<file path="src/rtl/dwc_scheduler_pkg.sv">
// Shared types and constants for the depthwise-convolution strip scheduler.
package dwc_scheduler_pkg;

  // Kernel size; the strip unit is built around a fixed 3x3 window.
  localparam int K = 3;
  // Output rows produced per strip, and input rows needed to produce them.
  localparam int STRIP_OUT_ROWS = 4;
  localparam int STRIP_IN_ROWS  = 6;

  typedef enum logic [2:0] {
    ST_IDLE,
    ST_CHECK,
    ST_WAIT,
    ST_STREAM,
    ST_DRAIN,
    ST_NEXT,
    ST_FIN
  } state_t;

endpackage

</file>
<file path="src/rtl/dwc_sched_delay.sv">
// Valid delay line matching the input-memory read latency.
module dwc_sched_delay #(
  parameter int LAT = 1
) (
  input  logic clk,
  input  logic rst,
  input  logic din,
  output logic dout
);

  logic [LAT-1:0] stage_reg;

  genvar gi;
  generate
    for (gi = 0; gi < LAT; gi++) begin : g_stage
      if (gi == 0) begin : g_first
        // First tap captures the read strobe.
        always_ff @(posedge clk or posedge rst) begin
          if (rst) stage_reg[gi] <= 1'b0;
          else     stage_reg[gi] <= din;
        end
      end else begin : g_rest
        // Later taps shift the strobe one cycle further.
        always_ff @(posedge clk or posedge rst) begin
          if (rst) stage_reg[gi] <= 1'b0;
          else     stage_reg[gi] <= stage_reg[gi-1];
        end
      end
    end
  endgenerate

  assign dout = stage_reg[LAT-1];

endmodule

</file>
<file path="src/rtl/dwc_scheduler.sv">
// Walks a feature map in 4-output-row strips, issuing column reads to the
// strip unit and counting its results to detect strip completion.
module dwc_scheduler
  import dwc_scheduler_pkg::*;
#(
  parameter int DATA_W = 8,
  parameter int DIM_W  = 7,
  parameter int RD_LAT = 1
) (
  input  logic                        clk,
  input  logic                        rst,
  input  logic                        start,
  input  logic [DIM_W-1:0]            cfg_w,
  input  logic [DIM_W-1:0]            cfg_h,
  input  logic [K*K*DATA_W-1:0]       w_in,
  input  logic                        strip_ready,
  input  logic                        dwc_out_valid0,
  output logic                        busy,
  output logic                        done,
  output logic                        err,
  output logic                        rd_en,
  output logic [DIM_W-1:0]            rd_row,
  output logic [DIM_W-1:0]            rd_col,
  output logic [STRIP_IN_ROWS-1:0]    rd_row_mask,
  output logic                        dwc_in_valid,
  output logic [K*DATA_W-1:0]         w_col0,
  output logic [K*DATA_W-1:0]         w_col1,
  output logic [K*DATA_W-1:0]         w_col2,
  output logic [DIM_W-1:0]            out_row,
  output logic [STRIP_OUT_ROWS-1:0]   out_row_mask,
  output logic                        strip_done
);

  state_t                state_reg, state_next;
  logic [DIM_W-1:0]      cfg_w_reg, cfg_w_next;
  logic [DIM_W-1:0]      cfg_h_reg, cfg_h_next;
  logic [K*K*DATA_W-1:0] w_reg, w_next;
  logic [DIM_W-1:0]      r_reg, r_next;
  logic [DIM_W-1:0]      c_reg, c_next;
  logic [DIM_W-1:0]      cnt_reg, cnt_next;

  logic                  cfg_ok;
  logic [DIM_W-1:0]      h_out;
  logic [DIM_W-1:0]      w_out;
  logic [DIM_W:0]        r_plus_step;
  logic [DIM_W-1:0]      cnt_inc;
  logic                  strip_complete;
  logic [K*DATA_W-1:0]   w_col_arr [K];

  // Sizes below K can't hold a single window; h_out/w_out are only meaningful when cfg_ok.
  assign cfg_ok         = (cfg_w_reg >= DIM_W'(K)) && (cfg_h_reg >= DIM_W'(K));
  assign h_out          = cfg_h_reg - DIM_W'(K - 1);
  assign w_out          = cfg_w_reg - DIM_W'(K - 1);
  assign r_plus_step    = {1'b0, r_reg} + (DIM_W+1)'(STRIP_OUT_ROWS);
  assign cnt_inc        = cnt_reg + {{(DIM_W-1){1'b0}}, dwc_out_valid0};
  // Completion uses the incremented count so it fires on the cycle the last pulse arrives.
  assign strip_complete = (state_reg == ST_DRAIN) && (cnt_inc >= w_out);

  // State and datapath registers.
  always_ff @(posedge clk or posedge rst) begin
    if (rst) begin
      state_reg <= ST_IDLE;
      cfg_w_reg <= '0;
      cfg_h_reg <= '0;
      w_reg     <= '0;
      r_reg     <= '0;
      c_reg     <= '0;
      cnt_reg   <= '0;
    end else begin
      state_reg <= state_next;
      cfg_w_reg <= cfg_w_next;
      cfg_h_reg <= cfg_h_next;
      w_reg     <= w_next;
      r_reg     <= r_next;
      c_reg     <= c_next;
      cnt_reg   <= cnt_next;
    end
  end

  // Next-state and counter update logic.
  always_comb begin
    state_next = state_reg;
    cfg_w_next = cfg_w_reg;
    cfg_h_next = cfg_h_reg;
    w_next     = w_reg;
    r_next     = r_reg;
    c_next     = c_reg;
    cnt_next   = cnt_reg;
    case (state_reg)
      ST_IDLE: begin
        if (start) begin
          cfg_w_next = cfg_w;
          cfg_h_next = cfg_h;
          w_next     = w_in;
          state_next = ST_CHECK;
        end
      end
      ST_CHECK: begin
        if (!cfg_ok) begin
          state_next = ST_IDLE;
        end else begin
          r_next     = '0;
          state_next = ST_WAIT;
        end
      end
      ST_WAIT: begin
        c_next   = '0;
        cnt_next = '0;
        if (strip_ready) state_next = ST_STREAM;
      end
      ST_STREAM: begin
        cnt_next = cnt_inc;
        if (c_reg == cfg_w_reg - DIM_W'(1)) begin
          c_next     = '0;
          state_next = ST_DRAIN;
        end else begin
          c_next = c_reg + DIM_W'(1);
        end
      end
      ST_DRAIN: begin
        cnt_next = cnt_inc;
        if (strip_complete) state_next = ST_NEXT;
      end
      ST_NEXT: begin
        r_next = r_plus_step[DIM_W-1:0];
        if (r_plus_step >= {1'b0, h_out}) state_next = ST_FIN;
        else                              state_next = ST_WAIT;
      end
      ST_FIN: begin
        state_next = ST_IDLE;
      end
      default: begin
        state_next = ST_IDLE;
      end
    endcase
  end

  assign busy       = (state_reg != ST_IDLE);
  assign done       = (state_reg == ST_FIN);
  assign err        = (state_reg == ST_CHECK) && !cfg_ok;
  assign rd_en      = (state_reg == ST_STREAM);
  assign rd_row     = r_reg;
  assign rd_col     = c_reg;
  assign out_row    = r_reg;
  assign strip_done = strip_complete;

  genvar gi;
  generate
    // Input row i of the strip exists while it lies above the map bottom.
    for (gi = 0; gi < STRIP_IN_ROWS; gi++) begin : g_in_mask
      assign rd_row_mask[gi] = cfg_ok &&
        (({1'b0, r_reg} + (DIM_W+1)'(gi)) < {1'b0, cfg_h_reg});
    end
    // Output row j of the strip is real while it lies above the output bottom.
    for (gi = 0; gi < STRIP_OUT_ROWS; gi++) begin : g_out_mask
      assign out_row_mask[gi] = cfg_ok &&
        (({1'b0, r_reg} + (DIM_W+1)'(gi)) < {1'b0, h_out});
    end
    // Kernel column c is the contiguous 3-weight slice for that column.
    for (gi = 0; gi < K; gi++) begin : g_wcol
      assign w_col_arr[gi] = w_reg[gi*K*DATA_W +: K*DATA_W];
    end
  endgenerate

  assign w_col0 = w_col_arr[0];
  assign w_col1 = w_col_arr[1];
  assign w_col2 = w_col_arr[2];

  dwc_sched_delay #(
    .LAT (RD_LAT)
  ) u_delay (
    .clk  (clk),
    .rst  (rst),
    .din  (rd_en),
    .dout (dwc_in_valid)
  );

endmodule
</file>
<file path="config.mk">
export PLATFORM = sky130hd
export DESIGN_NAME = dwc_scheduler
export DESIGN_NICKNAME = d
export VERILOG_FILES = /design/src/rtl/dwc_scheduler_pkg.sv /design/src/rtl/dwc_sched_delay.sv /design/src/rtl/dwc_scheduler.sv
export SDC_FILE = /design/constraint.sdc
export NUM_CORES = 1
export LEC_CHECK = 0
export ABC_AREA = 0
export CORE_UTILIZATION = 47
export CTS_CLUSTER_SIZE = 16
export DETAILED_ROUTE_END_ITERATION = 10
export GPL_ROUTABILITY_DRIVEN = 0
export GPL_TIMING_DRIVEN = 0
export PLACE_DENSITY_LB_ADDON = 0.2
export SETUP_SLACK_MARGIN = 0.02
export SYNTH_ARGS = -nofsm -noshare
export SYNTH_HDL_FRONTEND = slang
export SYNTH_SLANG_ARGS = --single-unit
</file>
<file path="constraint.sdc">
create_clock -name clk -period 4.5 [get_ports clk]
set_input_delay 0.45 -clock clk [delete_from_list [all_inputs] [get_ports clk]]
set_output_delay 0.45 -clock clk [all_outputs]
set_load 0.02 [all_outputs]
</file>
After elaboration in Yosys (flattened, before gate mapping)
Index checks and enable logic that the tools add are counted.
{"block": "totals", "reg_bits": 111, "output_inout_bits": 109, "elab_cells": 79}
{"block": "classes", "add_sub_neg": 10, "n_lt_le_gt_ge": 14, "n_eq_ne": 12, "mux": 12, "n_reduce_logical": 23}
{"cell": "8-bit by 7-bit < comparator with 1-bit output", "n": 8}
{"cell": "7-bit case mux with 2 select lines", "n": 3}
{"cell": "3-bit case mux with 6 select lines", "n": 1}
{"cell": "7-bit by 2-bit adder with 8-bit output, second input constant", "n": 2}
{"cell": "7-bit by 3-bit adder with 8-bit output, second input constant", "n": 2}
{"cell": "3-bit 2-to-1 mux", "n": 5}
{"cell": "7-bit by 2-bit >= comparator with 1-bit output, second input constant", "n": 2}
{"cell": "7-bit < comparator", "n": 2}
{"cell": "7-bit 2-to-1 mux", "n": 2}
{"cell": "7-bit by 2-bit subtractor with 7-bit output, second input constant", "n": 2}
{"cell": "1-bit logical AND", "n": 13}
{"cell": "2-bit inequality test, second input constant", "n": 5}
{"cell": "3-bit == test, second input constant", "n": 3}
{"cell": "7-bit by 1-bit adder with 8-bit output, second input constant", "n": 1}
{"cell": "8-bit by 7-bit >= comparator with 1-bit output", "n": 1}
{"cell": "7-bit by 1-bit adder with 7-bit output", "n": 1}
{"cell": "7-bit by 1-bit adder with 7-bit output, second input constant", "n": 1}
{"cell": "7-bit == test", "n": 1}
{"cell": "7-bit >= comparator", "n": 1}
{"cell": "7-bit by 1-bit subtractor with 7-bit output, second input constant", "n": 1}
{"cell": "3-bit by 2-bit == test with 1-bit output, second input constant", "n": 2}
{"cell": "2-bit nonzero test", "n": 3}
{"cell": "2-bit AND reduction", "n": 2}
{"cell": "4-bit AND reduction", "n": 1}
{"cell": "6 further kinds", "n": 6}

Depth between registers and ports, before layout
{"block": "depth", "word_depth": 5, "depth_mapped": 11, "mapped_depth_nobuf": 11}

By module
Synthesis repeated with hierarchy kept, for this count alone.
{"block": "unflattened", "cells_unflattened": 548, "area_unflattened_um2": 6075.8}
{"module": "dwc_scheduler", "instances": 1, "cells_each": 546, "area_each_um2": 6047.0}
{"module": "dwc_sched_delay", "instances": 1, "cells_each": 2, "area_each_um2": 28.8}

Worst setup path after synthesis
OpenSTA, ideal clock, no wires.
{"block": "synth_path", "kind": "reg2out", "startpoint": "register r_reg[4] (netlist: out_row[4])", "endpoint": "output port rd_row_mask[4]", "arrival_ns": 2.765, "t_required_ns": 4.050, "slack_ns": 1.285, "stages_incl_launch_ff": 8, "n_path_buf": 1, "path_cell_list": "dfrtp_1 > clkbuf_1 > nand3_1 > xnor2_1 > ha_1 > a21oi_1 > o21ai_0 > a2111oi_0"}
{"block": "synth_between", "elab_chain_len": 3}
{"item": "from (decl)", "line": "dwc_scheduler.sv:38", "rtl": "logic [DIM_W-1:0] r_reg, r_next;"}
{"item": "from (signal assigned)", "line": "dwc_scheduler.sv:74", "rtl": "r_reg <= r_next;"}
{"item": "7-bit by 3-bit adder with 8-bit output", "line": "dwc_scheduler.sv:152", "rtl": "(({1'b0, r_reg} + (DIM_W+1)'(gi)) < {1'b0, cfg_h_reg});"}
{"item": "8-bit by 7-bit < comparator with 1-bit output", "line": "dwc_scheduler.sv:152"}
{"item": "1-bit logical AND", "line": "dwc_scheduler.sv:151", "rtl": "assign rd_row_mask[gi] = cfg_ok &&"}
{"item": "to (decl)", "line": "dwc_scheduler.sv:24", "rtl": "output logic [STRIP_IN_ROWS-1:0] rd_row_mask,"}
Every way passes these cells.

Worst setup path in the final report
{"block": "layout_path", "startpoint": "input port dwc_out_valid0", "endpoint": "output port strip_done"}
{"block": "layout_between", "elab_chain_len": 3}
{"item": "from (decl)", "line": "dwc_scheduler.sv:17", "rtl": "input logic dwc_out_valid0,"}
{"item": "7-bit by 1-bit adder with 7-bit output", "line": "dwc_scheduler.sv:55", "rtl": "assign cnt_inc = cnt_reg + {{(DIM_W-1){1'b0}}, dwc_out_valid0};"}
{"item": "7-bit >= comparator", "line": "dwc_scheduler.sv:57", "rtl": "assign strip_complete = (state_reg == ST_DRAIN) && (cnt_inc >= w_out);"}
{"item": "1-bit logical AND", "line": "dwc_scheduler.sv:57"}
{"item": "to (decl)", "line": "dwc_scheduler.sv:31", "rtl": "output logic strip_done"}
Every way passes these cells.

==> impl_metrics.toml <==
[timing]
slew_viol_final = 0
relSlewSlack = 0.5799
worst_pin_slew_ps = 630.1
fin_crit_sh = 0.8888
fin_skew_ps = 5.691
final_hold_viol_count = 0
timing.fmax_ghz = 0.2500
setup_ws_ps = 500.3
post-route-min-period_ps = 4000
finalSetupViolCount = 0
rsz0062_at_grt = "no"

[grt]
grt_pass1_wl_um = 24890
grt_pass1_vias = 5064
grt_usage = 0.2440
antenna_found_initial = 0
grt_max_degree = 61
grt-ovfl-total = 0

[die]
rows = 41
io_pins = 200
start_util = 0.4812
dieArea_mm2 = 0.01338
fp.dieW_um = 115.7
die_height_um = 115.7
core_area_mm2 = 0.01262

[setup_path]
cp.arrival_ps = 3550
endpoint_kind = "output pin"
crit_type = "in2out"
start_kind = "input pin"
cp.required_ps = 4050
ff2ff_setup_slack_ps = 1810
crit_fanout = 5

[final_layout]
largest_reg_flops = 72
drive_gt1_frac = 0.1562
final_cell_mix = "clkdlybuf4s50_1 (195), dfrtp_1 (109), mux2_2 (77)"
final_common_cell = "clkdlybuf4s50_1"
diodes = 0
final_area_mm2 = 0.008589
area_growth_pct = 41.46
fin_nets = 906

[placed_design]
dpl_worst_slack_ps = 549.1
placed_area_mm2 = 0.008280
dp_hpwl_um = 12130
portBuffers = 195

[cts]
clk_latency_ps = 350
cts-root-buf = "clkbuf_16"
numCtsBuffers = 9
clkSinkCount = 109
post_cts_buffers = 0
cts_resized = 0
clk_pin_slew_ps = 70
hold_buffers = 0
htreeDepth = 3
cts_tree = "yes"
cts_buffer_depth = 2

[routing]
drc = 0
ant_nets = 0
drt-initial-drc-count = 252
wl_per_cell_um = 16.70
routed_wl_um = 15600
vias = 4961
dr.pass1.iters = 5
via_per_inst = 5.312

[status]
status = "completed"

[synth]
synthFlopType = "dfrtp_1"
synthArstFlopShare = 1.000
synth_cells = 547
synth.largest_area_cell = "dfrtp_1"
synth-warning-count = 0
synth.top_cells.by_area = "dfrtp_1 (45%), mux2_2 (14%), ha_1 (12%)"
yosysTopAreaCellShare = 0.4492
syn_area_per_cell_um2 = 11.10
netlist_area_mm2 = 0.006072
ys_ff_latch = 109
synth_edf_count = 0
seq_area_frac_synth = 0.4492
ys_types = 54

[worst_hold_path]
worstHoldPathType = "reg2reg"

[power]
p_leak_nw = 3.841
ir_drop_uv = 375.4
p_per_area_mw_per_mm2 = 663.3

[job]
drv_cap = 0
==> layer usage <==
layer | vias up | part of all wire | GRT usage
met5 | - | 0 | 0
met4 | 0 | 0.016 | 0.09744
met3 | 17 | 0.091 | 0.09257
met2 | 165 | 0.49 | 0.4124
met1 | 2424 | 0.41 | 0.2795
li1 | 2355 | - | -
==> report_power, final <==
group	switching, mW	internal [mW]
registers	0.314	1.41
clock network	0.364	0.466
logic	1.62	1.53
==> path summary, 6_finish.rpt <==
kind	to	cells after the start	start
hold / removal	w_reg[25]	1	w_reg[25]
hold reg to reg	w_reg[25]	1	w_reg[25]
min in group asynchronous	w_reg[13]	2	rst
setup reg to reg	state_reg[0]	11	cnt_reg[0]
setup / recovery	strip_done	12	dwc_out_valid0
max in group asynchronous	cfg_h_reg[3]	3	rst
==> critical path, stage by stage <==
cell             delay (ps)
clkdlybuf4s50_1         460
ha_1                    220
ha_1                    280
nand3_1                 140
nor3_1                  220
xor2_1                  340
ha_1                    320
a21oi_1                 150
o21ai_0                  80
o21bai_1                190
and2_1                  170
clkdlybuf4s50_1         520
==> final cells by class <==
class / instances / area [um2]
multi-input combinational: 376 / 3064
clock inverter: 4 / 52.55
clock buffer: 12 / 256.5
buffer: 34 / 175.2
fill: 1008 / 4030
tap: 172 / 215.2
inverter: 31 / 118.9
timing repair buffer: 196 / 1979
sequential: 109 / 2728
==> through the flow <==
| step | power (mW) | cells | setup TNS (ps) | hold WS (ps) | util |
|---|---|---|---|---|---|
| 2_1_floorplan | 3.537 | 550 | 0 | 480.0 | - |
| 3_3_place_gp | 4.767 | 917 | -39380 | 489.1 | 0.6538 |
| 3_5_place_dp | 4.866 | 918 | 0 | 494.4 | 0.6562 |
| 4_1_cts | 5.729 | 934 | 0 | 511.0 | 0.6806 |
| 5_1_grt | 6.072 | 934 | 0 | 520.0 | 0.6806 |
| 6_report | 5.698 | 934 | 0 | 506.1 | 0.6806 |
==> logic make-up (layout without fill, tap and decap cells) <==
| kind of cell | after synthesis | in the layout | share of synthesized area |
|---|---|---|---|
| flops | 109 | 109 | 0.4492 |
| compound gates | 104 | 104 | 0.1133 |
| simple gates | 102 | 102 | 0.08160 |
| mux | 78 | 78 | 0.1444 |
| buf+inv | 65 | 277 | 0.04801 |
| fa+ha+maj | 58 | 58 | 0.1195 |
| xor+xnor | 30 | 30 | 0.04327 |
| other cells | 1 | 4 | 0.0006176 |
==> Yosys cell counts, drive strengths merged (3+ instances only) <==
cell type	count
nor2	19
o2bb2ai	3
dfrtp	109
a21oi	28
xnor2	19
nand2	33
a211oi	3
mux2	77
nor3	8
nand4	8
nor2b	5
xor2	11
clkbuf	19
inv	31
ha	58
a2111oi	3
o31ai	5
buf	15
and3	4
o21a	5
nand3	13
o21ai	25
a21o	7
o22ai	3
Note: power is estimated with default switching activity, not from simulation.
